<file path="config.mk">
export PLATFORM = sky130hd
export DESIGN_NAME = pipe_stage_reg
export DESIGN_NICKNAME = d
export VERILOG_FILES = /design/src/rtl/pipe_pkg.sv /design/src/rtl/pipe_sat_counter.sv /design/src/rtl/pipe_stage_reg.sv
export SDC_FILE = /design/constraint.sdc
export NUM_CORES = 1
export LEC_CHECK = 0
export ABC_AREA = 1
export CORE_AREA = 2 2 189 172
export DETAILED_ROUTE_END_ITERATION = 6
export DIE_AREA = 0 0 191 174
export MAX_ROUTING_LAYER = met4
export PLACE_DENSITY_LB_ADDON = 0.12
export SYNTH_ARGS = -nofsm -noshare
export SYNTH_HDL_FRONTEND = slang
export SYNTH_SLANG_ARGS = --single-unit
</file>
<file path="constraint.sdc">
create_clock -name clk -period 3.1 [get_ports clk]
set_input_delay 0.31 -clock clk [delete_from_list [all_inputs] [get_ports clk]]
set_output_delay 0.31 -clock clk [all_outputs]
set_load 0.01 [all_outputs]
</file>
<file path="src/rtl/pipe_pkg.sv">
// Shared pipeline-register constants: default widths, control-field layout and
// the default flush mask used by every pipe_stage_reg instance.
package pipe_pkg;

  localparam int unsigned DATA_W_DEF = 128;
  localparam int unsigned CTRL_W_DEF = 16;
  localparam int unsigned CNT_W_DEF  = 16;

  // Control-field layout for the default 16-bit control word.
  localparam int unsigned CTRL_OP_LSB    = 0;
  localparam int unsigned CTRL_OP_W      = 7;
  localparam int unsigned CTRL_RD_LSB    = 7;
  localparam int unsigned CTRL_RD_W      = 5;
  localparam int unsigned CTRL_FLAGS_LSB = 12;
  localparam int unsigned CTRL_FLAGS_W   = 4;

  typedef struct packed {
    logic [CTRL_FLAGS_W-1:0] flags;
    logic [CTRL_RD_W-1:0]    rd;
    logic [CTRL_OP_W-1:0]    op;
  } ctrl_t;

  // Wide all-ones source; instances truncate it to their CTRL_W (CTRL_W <= 64).
  localparam logic [63:0] CLR_MASK_DEF = '1;

endpackage

</file>
<file path="src/rtl/pipe_sat_counter.sv">
// Saturating up-counter.
// Ports: clk, rst_n (async active-low), en_i (count this cycle),
//        cnt_o (registered count, sticks at all ones).
module pipe_sat_counter #(
  parameter int unsigned CNT_W = 16
) (
  input  logic             clk,
  input  logic             rst_n,
  input  logic             en_i,
  output logic [CNT_W-1:0] cnt_o
);

  localparam logic [CNT_W-1:0] CNT_MAX = '1;

  logic [CNT_W-1:0] cnt_q;
  logic [CNT_W-1:0] cnt_d;

  // Next count: increment when enabled, hold at the maximum.
  always_comb begin
    cnt_d = cnt_q;
    if (en_i && (cnt_q != CNT_MAX)) begin
      cnt_d = cnt_q + CNT_W'(1);
    end
  end

  always_ff @(posedge clk or negedge rst_n) begin
    if (!rst_n) begin
      cnt_q <= '0;
    end else begin
      cnt_q <= cnt_d;
    end
  end

  assign cnt_o = cnt_q;

endmodule

</file>
<file path="src/rtl/pipe_stage_reg.sv">
// Pipeline stage register with a one-entry skid buffer, flush and stall count.
// Ports: clk, reset (async active-low);
//        in_valid/in_ready/in_data/in_ctrl   - upstream handshake and payload;
//        out_valid/out_ready/out_data/out_ctrl - downstream handshake, registered;
//        flush     - squash both held beats and any beat accepted this cycle;
//        stall_cnt - saturating count of cycles with out_valid && !out_ready.
module pipe_stage_reg
  import pipe_pkg::*;
#(
  parameter int unsigned       DATA_W   = DATA_W_DEF,
  parameter int unsigned       CTRL_W   = CTRL_W_DEF,
  parameter logic [CTRL_W-1:0] CLR_MASK = CTRL_W'(CLR_MASK_DEF),
  parameter int unsigned       CNT_W    = CNT_W_DEF
) (
  input  logic              clk,
  input  logic              reset,
  input  logic              in_valid,
  output logic              in_ready,
  input  logic [DATA_W-1:0] in_data,
  input  logic [CTRL_W-1:0] in_ctrl,
  output logic              out_valid,
  input  logic              out_ready,
  output logic [DATA_W-1:0] out_data,
  output logic [CTRL_W-1:0] out_ctrl,
  input  logic              flush,
  output logic [CNT_W-1:0]  stall_cnt
);

  logic              main_valid_q, main_valid_d;
  logic [DATA_W-1:0] main_data_q,  main_data_d;
  logic [CTRL_W-1:0] main_ctrl_q,  main_ctrl_d;
  logic              skid_valid_q, skid_valid_d;
  logic [DATA_W-1:0] skid_data_q,  skid_data_d;
  logic [CTRL_W-1:0] skid_ctrl_q,  skid_ctrl_d;
  logic              in_ready_q,   in_ready_d;

  logic accept_c;
  logic emit_c;

  assign accept_c = in_valid && in_ready_q;
  assign emit_c   = main_valid_q && out_ready;

  // Next-state for main/skid entries and the registered ready.
  always_comb begin
    main_valid_d = main_valid_q;
    main_data_d  = main_data_q;
    main_ctrl_d  = main_ctrl_q;
    skid_valid_d = skid_valid_q;
    skid_data_d  = skid_data_q;
    skid_ctrl_d  = skid_ctrl_q;

    if (flush) begin
      // Payload is left in place; only the masked control bits are squashed.
      main_valid_d = 1'b0;
      skid_valid_d = 1'b0;
      main_ctrl_d  = main_ctrl_q & ~CLR_MASK;
    end else if (!main_valid_q || emit_c) begin
      if (skid_valid_q) begin
        // in_ready was low, so nothing can be accepted alongside a skid drain.
        main_valid_d = 1'b1;
        main_data_d  = skid_data_q;
        main_ctrl_d  = skid_ctrl_q;
        skid_valid_d = 1'b0;
      end else begin
        main_valid_d = accept_c;
        if (accept_c) begin
          main_data_d = in_data;
          main_ctrl_d = in_ctrl;
        end
      end
    end else if (accept_c) begin
      skid_valid_d = 1'b1;
      skid_data_d  = in_data;
      skid_ctrl_d  = in_ctrl;
    end

    in_ready_d = !skid_valid_d;
  end

  always_ff @(posedge clk or negedge reset) begin
    if (!reset) begin
      main_valid_q <= 1'b0;
      main_data_q  <= '0;
      main_ctrl_q  <= '0;
      skid_valid_q <= 1'b0;
      skid_data_q  <= '0;
      skid_ctrl_q  <= '0;
      in_ready_q   <= 1'b0;
    end else begin
      main_valid_q <= main_valid_d;
      main_data_q  <= main_data_d;
      main_ctrl_q  <= main_ctrl_d;
      skid_valid_q <= skid_valid_d;
      skid_data_q  <= skid_data_d;
      skid_ctrl_q  <= skid_ctrl_d;
      in_ready_q   <= in_ready_d;
    end
  end

  assign out_valid = main_valid_q;
  assign out_data  = main_data_q;
  assign out_ctrl  = main_ctrl_q;
  assign in_ready  = in_ready_q;

  // Back-pressure counter; flush does not clear it.
  pipe_sat_counter #(
    .CNT_W (CNT_W)
  ) u_stall_cnt (
    .clk   (clk),
    .rst_n (reset),
    .en_i  (main_valid_q && !out_ready),
    .cnt_o (stall_cnt)
  );

endmodule

</file>
-- Word-level counts from Yosys, hierarchy flattened
Index checks and enable logic that the tools add are counted.
- equal/unequal tests: 1
- reduce and logical (&&, ||, !) cells: 14
- add/subtract/negate cells: 1
- bitwise logic cells: 2
- multiplexer cells: 12
- operators by type and width (cell ; count):
    128-bit two-way mux ; 2
    16-bit two-way mux ; 4
    16-bit by 1-bit adder with 16-bit output, second input constant ; 1
    16-bit != test, second input constant ; 1
    1-bit two-way mux ; 6
    3-bit AND reduction ; 2
    1-bit logical AND ; 4
    2-bit nonzero test ; 2
    1-bit zero test ; 3
    3-bit nonzero test ; 1
    1-bit NOT ; 2
    2-bit AND reduction ; 1
    1-bit logical OR ; 1
- register bits: 307
- word-level logic and storage cells: 38
- input port bits: 149
- output and inout bits: 162

-- Logic depth before layout (Yosys ltp)
Gate-level depths: netlist of run 1.
- word-level depth: 5
- depth in mapped cells: 9

-- By module
Synthesis of run 1 repeated with hierarchy kept, for this count alone.
- cells, all modules: 1895
- area, all modules: 14604.0 µm²
- modules (own cells, without submodules) (module ; times used ; cells each ; area each (µm²)):
    pipe_stage_reg ; 1 ; 1746 ; 13545.5
    pipe_sat_counter ; 1 ; 149 ; 1058.5

-- Worst setup path after synthesis of run 1
Ideal clock, no wire load.
- path type: reg2reg
- from: register u_stall_cnt.cnt_q[0] (netlist: u_stall_cnt.cnt_o[0])
- to: register u_stall_cnt.cnt_q[10] (netlist: u_stall_cnt.cnt_o[10])
- slack: 1.628 ns
- buffers on the path: 0
- arrival: 1.343 ns
- stages on the path, launching flop included: 9
- period minus slack after synthesis: 1.472 ns
- cells stage by stage: dfrtp_1 > ha_1 > inv_1 > nor2_2 > nand2_2 > nor2_4 > nor2_2 > nand2_1 > o21ai_1
- word-level cells in the longest chain between the ends: 2
- elaborated cells between the ends (all ways): 3
- ends and longest elaborated chain (what ; line ; RTL):
    from (decl) ; pipe_sat_counter.sv:15 ; logic [CNT_W-1:0] cnt_q;
    from (signal assigned) ; pipe_sat_counter.sv:30 ; cnt_q <= cnt_d;
    parallel branches: the longest is 2 deep, another holds 16-bit by 1-bit adder with 16-bit output ; - ;
Several ways; the timed one is not identified.
A chain may end at the register's enable or synchronous reset.

-- Worst setup path in the final report of run 1
- from: register skid_valid_q
- to: register main_ctrl_q[15] (netlist: out_ctrl[15])
- word-level cells in the longest chain between the ends: 3
- elaborated cells between the ends (all ways): 5
- ends and longest elaborated chain (what ; line ; RTL):
    from (decl) ; pipe_stage_reg.sv:32 ; logic skid_valid_q, skid_valid_d;
    from (signal assigned) ; pipe_stage_reg.sv:93 ; skid_valid_q <= skid_valid_d;
    16-bit two-way mux ; pipe_stage_reg.sv:58 ; if (skid_valid_q) begin
    16-bit two-way mux ; pipe_stage_reg.sv:57 ; end else if (!main_valid_q || emit_c) begin
    16-bit two-way mux ; pipe_stage_reg.sv:52 ; if (flush) begin
    to (signal assigned) ; pipe_stage_reg.sv:92 ; main_ctrl_q <= main_ctrl_d;
    to (decl) ; pipe_stage_reg.sv:31 ; logic [CTRL_W-1:0] main_ctrl_q, main_ctrl_d;
Parallel ways exist; a longest one is shown, timed or not. The select of a mux whose other input is x is not followed.

==> flow_summary.json, run 1 <==
{
  "routedWlPerCell_um": 14.4,
  "drive_gt1_share_pct": 4.49,
  "synth_edf_count": 0,
  "via_per_inst": 4.76,
  "clkTransAtPathRegs_ns": 0.06,
  "initial_core_util_pct": 42.3,
  "hpwl_um": 21200,
  "timing.rr.end": "out_ctrl[15]$_DFFE_PN0P_",
  "die_area_sq_um": 33200,
  "numPortBuffers": 310,
  "rows": 62,
  "startpoint": "skid_valid_q$_DFF_PN0_",
  "die_w_um": 191,
  "ys_warn_count": 0,
  "cp-endpoint": "out_ctrl[15]$_DFFE_PN0P_",
  "period_minus_slack_ns": 1.95,
  "synthesis.nets": 1709,
  "cts_buffer_depth": 3,
  "nets": 1978,
  "synth-seq-cells": 307,
  "reg2reg_slack_ns": 1.15,
  "synth-async-reset-ratio_pct": 100,
  "num_vias": 10800,
  "ios": 311,
  "overflow": 0,
  "seq_power_share_pct": 45.8,
  "drt_iter0_markers": 744,
  "setup_viol": 0,
  "cts_tree": "yes",
  "synthFlopType": "dfrtp_1",
  "synth_top_area_share_pct": 57.8,
  "track_usage_pct": 20.2,
  "combPwrFrac_pct": 19.4,
  "cp.arrival_ns": 2.36,
  "maxSlewViolCount": 0,
  "power_density_nw_per_um2": 657,
  "rsz0062_at_grt": "false",
  "endpoint_kind": "register",
  "gp_congestion": 0.797,
  "cts_buffers": 35,
  "diodes": 0,
  "cp_max_fo": 288,
  "finalClockSkew_ns": 0.00925,
  "min_path_type": "input pin to register",
  "cp_data_required_time_ns": 3.51,
  "yosysTopAreaCell": "dfrtp_1",
  "r2r-start": "skid_valid_q$_DFF_PN0_",
  "fmax_mhz": 512,
  "ys_types": 29,
  "slew_headroom_pct": 23.9,
  "ys_seq_area_share_pct": 57.8,
  "syn_area_per_cell_sq_um": 8.53,
  "drc": 0,
  "ir_worst_vdd_v": 0.000356,
  "tightestPinTransition_ns": 1.14,
  "timing.final.hold_violations": 0,
  "netlist_instances": 1559,
  "switching_power_mw": 3.15,
  "cp-start-kind": "register",
  "pwr-share-clk_pct": 34.8,
  "leakagePower_nw": 8.69,
  "netlist_area_sq_um": 13300,
  "synthTopCellsByArea": "dfrtp_1 (58%), nand2_1 (13%), o21ai_0 (12%)",
  "final.setup.tns_ns": 0,
  "drv_cap": 0,
  "timing.final.crit_share_pct": 62.9,
  "fp.dieH_um": 174,
  "dr.pass1.iters": 5,
  "core-area_sq_um": 31400,
  "n_fill_cell": 2861,
  "status": "complete, no violations",
  "clockRootBuffer": "clkbuf_16",
  "ctsHtreeMaxLevel": 2,
  "grt_pass1_wl_um": 53000,
  "grt_max_degree": 289,
  "reg2reg_depth": 4,
  "grt_pass1_vias": 10100,
  "worstSkewPairLatency_ns": 0.50,
  "antenna_found_initial": 0,
  "syn_to_final_growth_pct": 33.3,
  "dp_cells": 2206,
  "internal_power_mw": 8.49,
  "p_sw_share_pct": 27.1,
  "numClockSinks": 307,
  "stdcell_count": 2264,
  "routed_wl_um": 32600,
  "ant_nets": 0,
  "critPathKind": "register to register"
}
==> synth_stat cells, types with 2 or more instances <==
library cell / number
xnor2_1: 2
o22ai_1: 15
nand3_1: 7
nand2_1: 478
clkbuf_1: 31
o21ai_0: 327
buf_6: 18
buf_2: 40
dfrtp_1: 307
o21ai_1: 99
nor2_1: 19
nand2_2: 5
nand4_1: 6
buf_4: 2
nor2_4: 2
inv_1: 186
nor2_2: 3
==> logic make-up after synthesis <==
| group | share of synthesized area, % |
|---|---|
| XOR/XNOR | 0.198 |
| adder cells (fa/ha/maj) | 0.0941 |
| AND/OR/NAND/NOR | 15.4 |
| buffers and inverters | 9.56 |
| AO/OA/AOI/OAI | 16.9 |
| flip-flops | 57.8 |
==> power by group through the flow <==
stage                     clock (mW)  combinational [mW]  sequential, mW
after CTS                       4.17                2.29            5.34
after detailed placement           0                2.29            5.39
after floorplan                    0               0.927            5.45
final                           4.05                2.25            5.34
after global placement             0                2.23            5.37
after global routing            4.34                2.54            5.44
==> area by class of cell <==
cell class | count | area, sq um | share of cell area (%)
sequential | 307 | 7680 | 43.4
timing repair buffer | 325 | 3340 | 18.8
clock inverter | 9 | 109 | 0.614
tap | 416 | 520 | 2.94
clock buffer | 48 | 1010 | 5.73
inverter | 187 | 707 | 3.99
multi-input combinational | 972 | 4350 | 24.5
==> critical path: stages (launching register included) <==
cell	delay (ns)
dfrtp_1	0.41
inv_6	0.07
buf_12	0.65
o21ai_0	0.24
o22ai_1	0.22
==> metrics by stage <==
| step | area, sq um | power, mW | utilization, % | hold slack (ns) | setup slack [ns] |
|---|---|---|---|---|---|
| 6_report | 17700 | 11.6 | 56.4 | 0.374 | 1.15 |
| 5_1_grt | 17700 | 12.3 | 56.4 | 0.377 | 1.04 |
| 4_1_cts | 17700 | 11.8 | 56.4 | 0.352 | 1.20 |
| 3_5_place_dp | 16600 | 7.67 | 52.8 | 0.341 | 0.846 |
| 3_3_place_gp | 16600 | 7.60 | 52.8 | 0.332 | 0.901 |
| 2_1_floorplan | 13300 | 6.37 | - | 0.0144 | 1.63 |
==> cells in the final DEF (no fill, tap or decap), drive strengths merged, types with 2 or more instances in the layout <==
cell type      synthesis  routed
nand3                  9       9
clkinv                 0       3
clkdlybuf4s50          0     309
o22ai                 16      16
o21ai                427     427
xnor2                  2       2
buf                   62      15
nand4                  6       6
dfrtp                307     307
clkbuf                31      48
nor2                  24      24
nand2                483     483
bufinv                 0       2
inv                  187     190
==> what timing repair did <==
item                                   CTS  global route
endpoints found under the hold margin   71             0
hold buffers                             1             0
setup buffers                            0             0
resized for setup                        0             0
==> metal layers <==
metal	share of wire (%)	vias up	GRT usage (%)	wire length, um
met5	0	-	-	0
met4	1.9	0	4.59	605
met3	6.6	47	4.48	2160
met2	45	272	29.9	14700
met1	46	4963	28.4	15100
li1	-	5488	-	-
==> sequential cells by signal, summed over array words and instances, names as in the netlist <==
name,count
in_ready,1
out_ctrl,16
out_data,128
out_valid,1
skid_ctrl_q,16
skid_data_q,128
skid_valid_q,1
u_stall_cnt.cnt_o,16
==> how the worst min path moves through the flow <==
stage / start / cells after the start / slack [ns] / end
after floorplan: reset / 0 / 0.01 / in_ready$_DFF_PN0_
after global placement: reset / 1 / 0.33 / u_stall_cnt.cnt_o[15]$_DFFE_PN0P_
after detailed placement: reset / 1 / 0.34 / u_stall_cnt.cnt_o[15]$_DFFE_PN0P_
after CTS: in_data[117] / 3 / 0.35 / skid_data_q[117]$_DFFE_PN0P_
after global routing: in_data[109] / 3 / 0.38 / skid_data_q[109]$_DFFE_PN0P_
final: in_data[117] / 3 / 0.37 / skid_data_q[117]$_DFFE_PN0P_
Power figures use the tool's default switching activity.
==> inputs of run 2 (changes only) <==
==> constraint.sdc (replaced) <==
create_clock -name clk -period 1.7 [get_ports clk]
set_input_delay 0.17 -clock clk [delete_from_list [all_inputs] [get_ports clk]]
set_output_delay 0.17 -clock clk [all_outputs]
set_load 0.01 [all_outputs]
==> run 2 against run 1 <==
Final cell count is 1.9% higher. Power is 84% higher. Via count is 2.5% higher. Final area is 2.6% higher. Clock-buffer cell count is 2 higher. Wire length is 3.0% higher. First-iteration DRC count is 1.1% lower. Combinational power is 90% higher.
==> flow_summary.json, run 2 (synthesis gave the netlist of run 1 again) <==
{
  "pwr-share-clk_pct": 34.6,
  "cts_tree": "yes",
  "cp_data_required_time_ns": 1.53,
  "drive_gt1_share_pct": 7.03,
  "initial_core_util_pct": 42.3,
  "grt_max_degree": 157,
  "ctsHtreeMaxLevel": 2,
  "fmax_mhz": 606,
  "via_per_inst": 4.78,
  "drc": 0,
  "totalPowerFinal_mw": 21.4,
  "slew_headroom_pct": 59.9,
  "combPwrFrac_pct": 20.0,
  "syn_to_final_growth_pct": 36.7,
  "timing.final.hold_violations": 0,
  "cp_max_fo": 2,
  "overflow": 0,
  "cp_top_family": "buffers and inverters",
  "status": "complete, no violations",
  "critPathKind": "register to primary output",
  "rows": 62,
  "grt_pass1_wl_um": 54700,
  "multiInputGateArea_sq_um": 4350,
  "nets": 2019,
  "core-area_sq_um": 31400,
  "dp_cells": 2236,
  "diodes": 0,
  "cp-start-kind": "register",
  "numClockSinks": 307,
  "seq_power_share_pct": 45.5,
  "timing.final.ws_setup_ns": 0.0498,
  "antenna_found_initial": 0,
  "fin_util_pct": 57.9,
  "worstSkewPairLatency_ns": 0.50,
  "p_sw_share_pct": 26.8,
  "whs_ns": 0.224,
  "routed_wl_um": 33600,
  "track_usage_pct": 21.0,
  "cts_buffers": 34,
  "min_path_type": "input pin to asynchronous set/reset pin",
  "stdcell_count": 2307,
  "period_minus_slack_ns": 1.65,
  "ios": 311,
  "maxSlewViolCount": 0,
  "clockRootBuffer": "clkbuf_16",
  "numPortBuffers": 310,
  "final.setup.tns_ns": 0,
  "ff_latch_area_sq_um": 7690,
  "cp.arrival_ns": 1.48,
  "fp.dieH_um": 174,
  "slowest_stage": "clkdlybuf4s50_1",
  "internal_power_mw": 15.6,
  "gp_congestion": 0.810,
  "power_density_nw_per_um2": 1180,
  "ant_nets": 0,
  "layout_commonest_cell": "nand2_1",
  "slowest_delay_ns": 0.57,
  "timing.final.crit_share_pct": 97.1,
  "leakagePower_nw": 8.97,
  "path_cells": "clkdlybuf4s50_1",
  "endpoint_kind": "primary output",
  "dp_worst_setup_slack_ns": -0.108,
  "grt_pass1_vias": 10300,
  "die_area_sq_um": 33200,
  "num_vias": 11000,
  "design_area_sq_um": 18200,
  "layout_common_cells": "nand2_1 (478), o21ai_0 (327), clkdlybuf4s50_1 (305)",
  "die_w_um": 191,
  "routedWlPerCell_um": 14.6,
  "tightestPinTransition_ns": 0.602,
  "cts_buffer_depth": 3,
  "clkTransAtPathRegs_ns": 0.06,
  "n_fill_cell": 2804,
  "dpl_cell_area_sq_um": 16900,
  "dr.pass1.iters": 5,
  "crit_buf_inv": 1,
  "hpwl_um": 23100,
  "drv_cap": 0,
  "ir_worst_vdd_v": 0.000732,
  "switching_power_mw": 5.73,
  "setup_viol": 0,
  "drt_iter0_markers": 736,
  "finalClockSkew_ns": 0.0135
}
[run 2: cell types whose count changed in the layout (fill, tap and decap cells not counted), sizes merged, moves of 2 or more]
| cell | previous run | this run |
|---|---|---|
| inv | 190 | 187 |
| clkbuf | 48 | 50 |
| clkdlybuf4s50 | 309 | 305 |
| dlymetal6s2s | 0 | 2 |
| dlygate4sd2 | 0 | 2 |
| clkinv | 3 | 7 |
| buf | 15 | 57 |
[run 2: power by group through the flow]
stage | clock network, mW | registers [mW] | logic (mW)
floorplan | 0 | 9.93 | 1.69
global placement | 0 | 9.82 | 4.15
detailed placement | 0 | 9.84 | 4.26
CTS | 7.56 | 9.74 | 4.27
global route | 7.92 | 9.90 | 4.81
finish | 7.39 | 9.72 | 4.27
[run 2: final timing paths]
| check | startpoint | end | slack (ns) | cells past startpoint |
|---|---|---|---|---|
| setup / recovery | out_ctrl[4]$_DFFE_PN0P_ | out_ctrl[4] | 0.05 | 1 |
| hold / removal | reset | out_data[46]$_DFFE_PN0P_ | 0.22 | 2 |
| setup reg to reg | skid_valid_q$_DFF_PN0_ | out_data[126]$_DFFE_PN0P_ | 0.11 | 5 |
| hold reg to reg | skid_data_q[66]$_DFFE_PN0P_ | skid_data_q[66]$_DFFE_PN0P_ | 0.48 | 2 |
| max in group asynchronous | reset | skid_data_q[120]$_DFFE_PN0P_ | 0.79 | 3 |
| min in group clk | in_data[81] | skid_data_q[81]$_DFFE_PN0P_ | 0.24 | 3 |
[run 2: final cells by class]
type / count / share of cell area (%)
clock inverters: 8 / 0.358
clock buffers: 50 / 5.91
well taps: 416 / 2.86
repair buffers: 367 / 20.8
multi-input cells: 972 / 23.9
flip-flops and latches: 307 / 42.3
inverters: 187 / 3.89
[run 2: routing by layer]
metal  routed length, um  global-route usage [%]  vias to the layer above
met3                2100                    3.65                       41
met5                   0                       -                        -
met1               15700                    30.4                     5113
met4                 647                    5.30                        0
li1                    -                       -                     5579
met2               15200                    30.8                      302
[run 2: timing repair]
| item | CTS | global route |
|---|---|---|
| hold buffers | 1 | 0 |
| endpoints found under the hold margin | 43 | 0 |
| setup buffers | 2 | 10 |
| endpoints found under the setup margin | 9 | 14 |
| gates resized for setup | 7 | 4 |
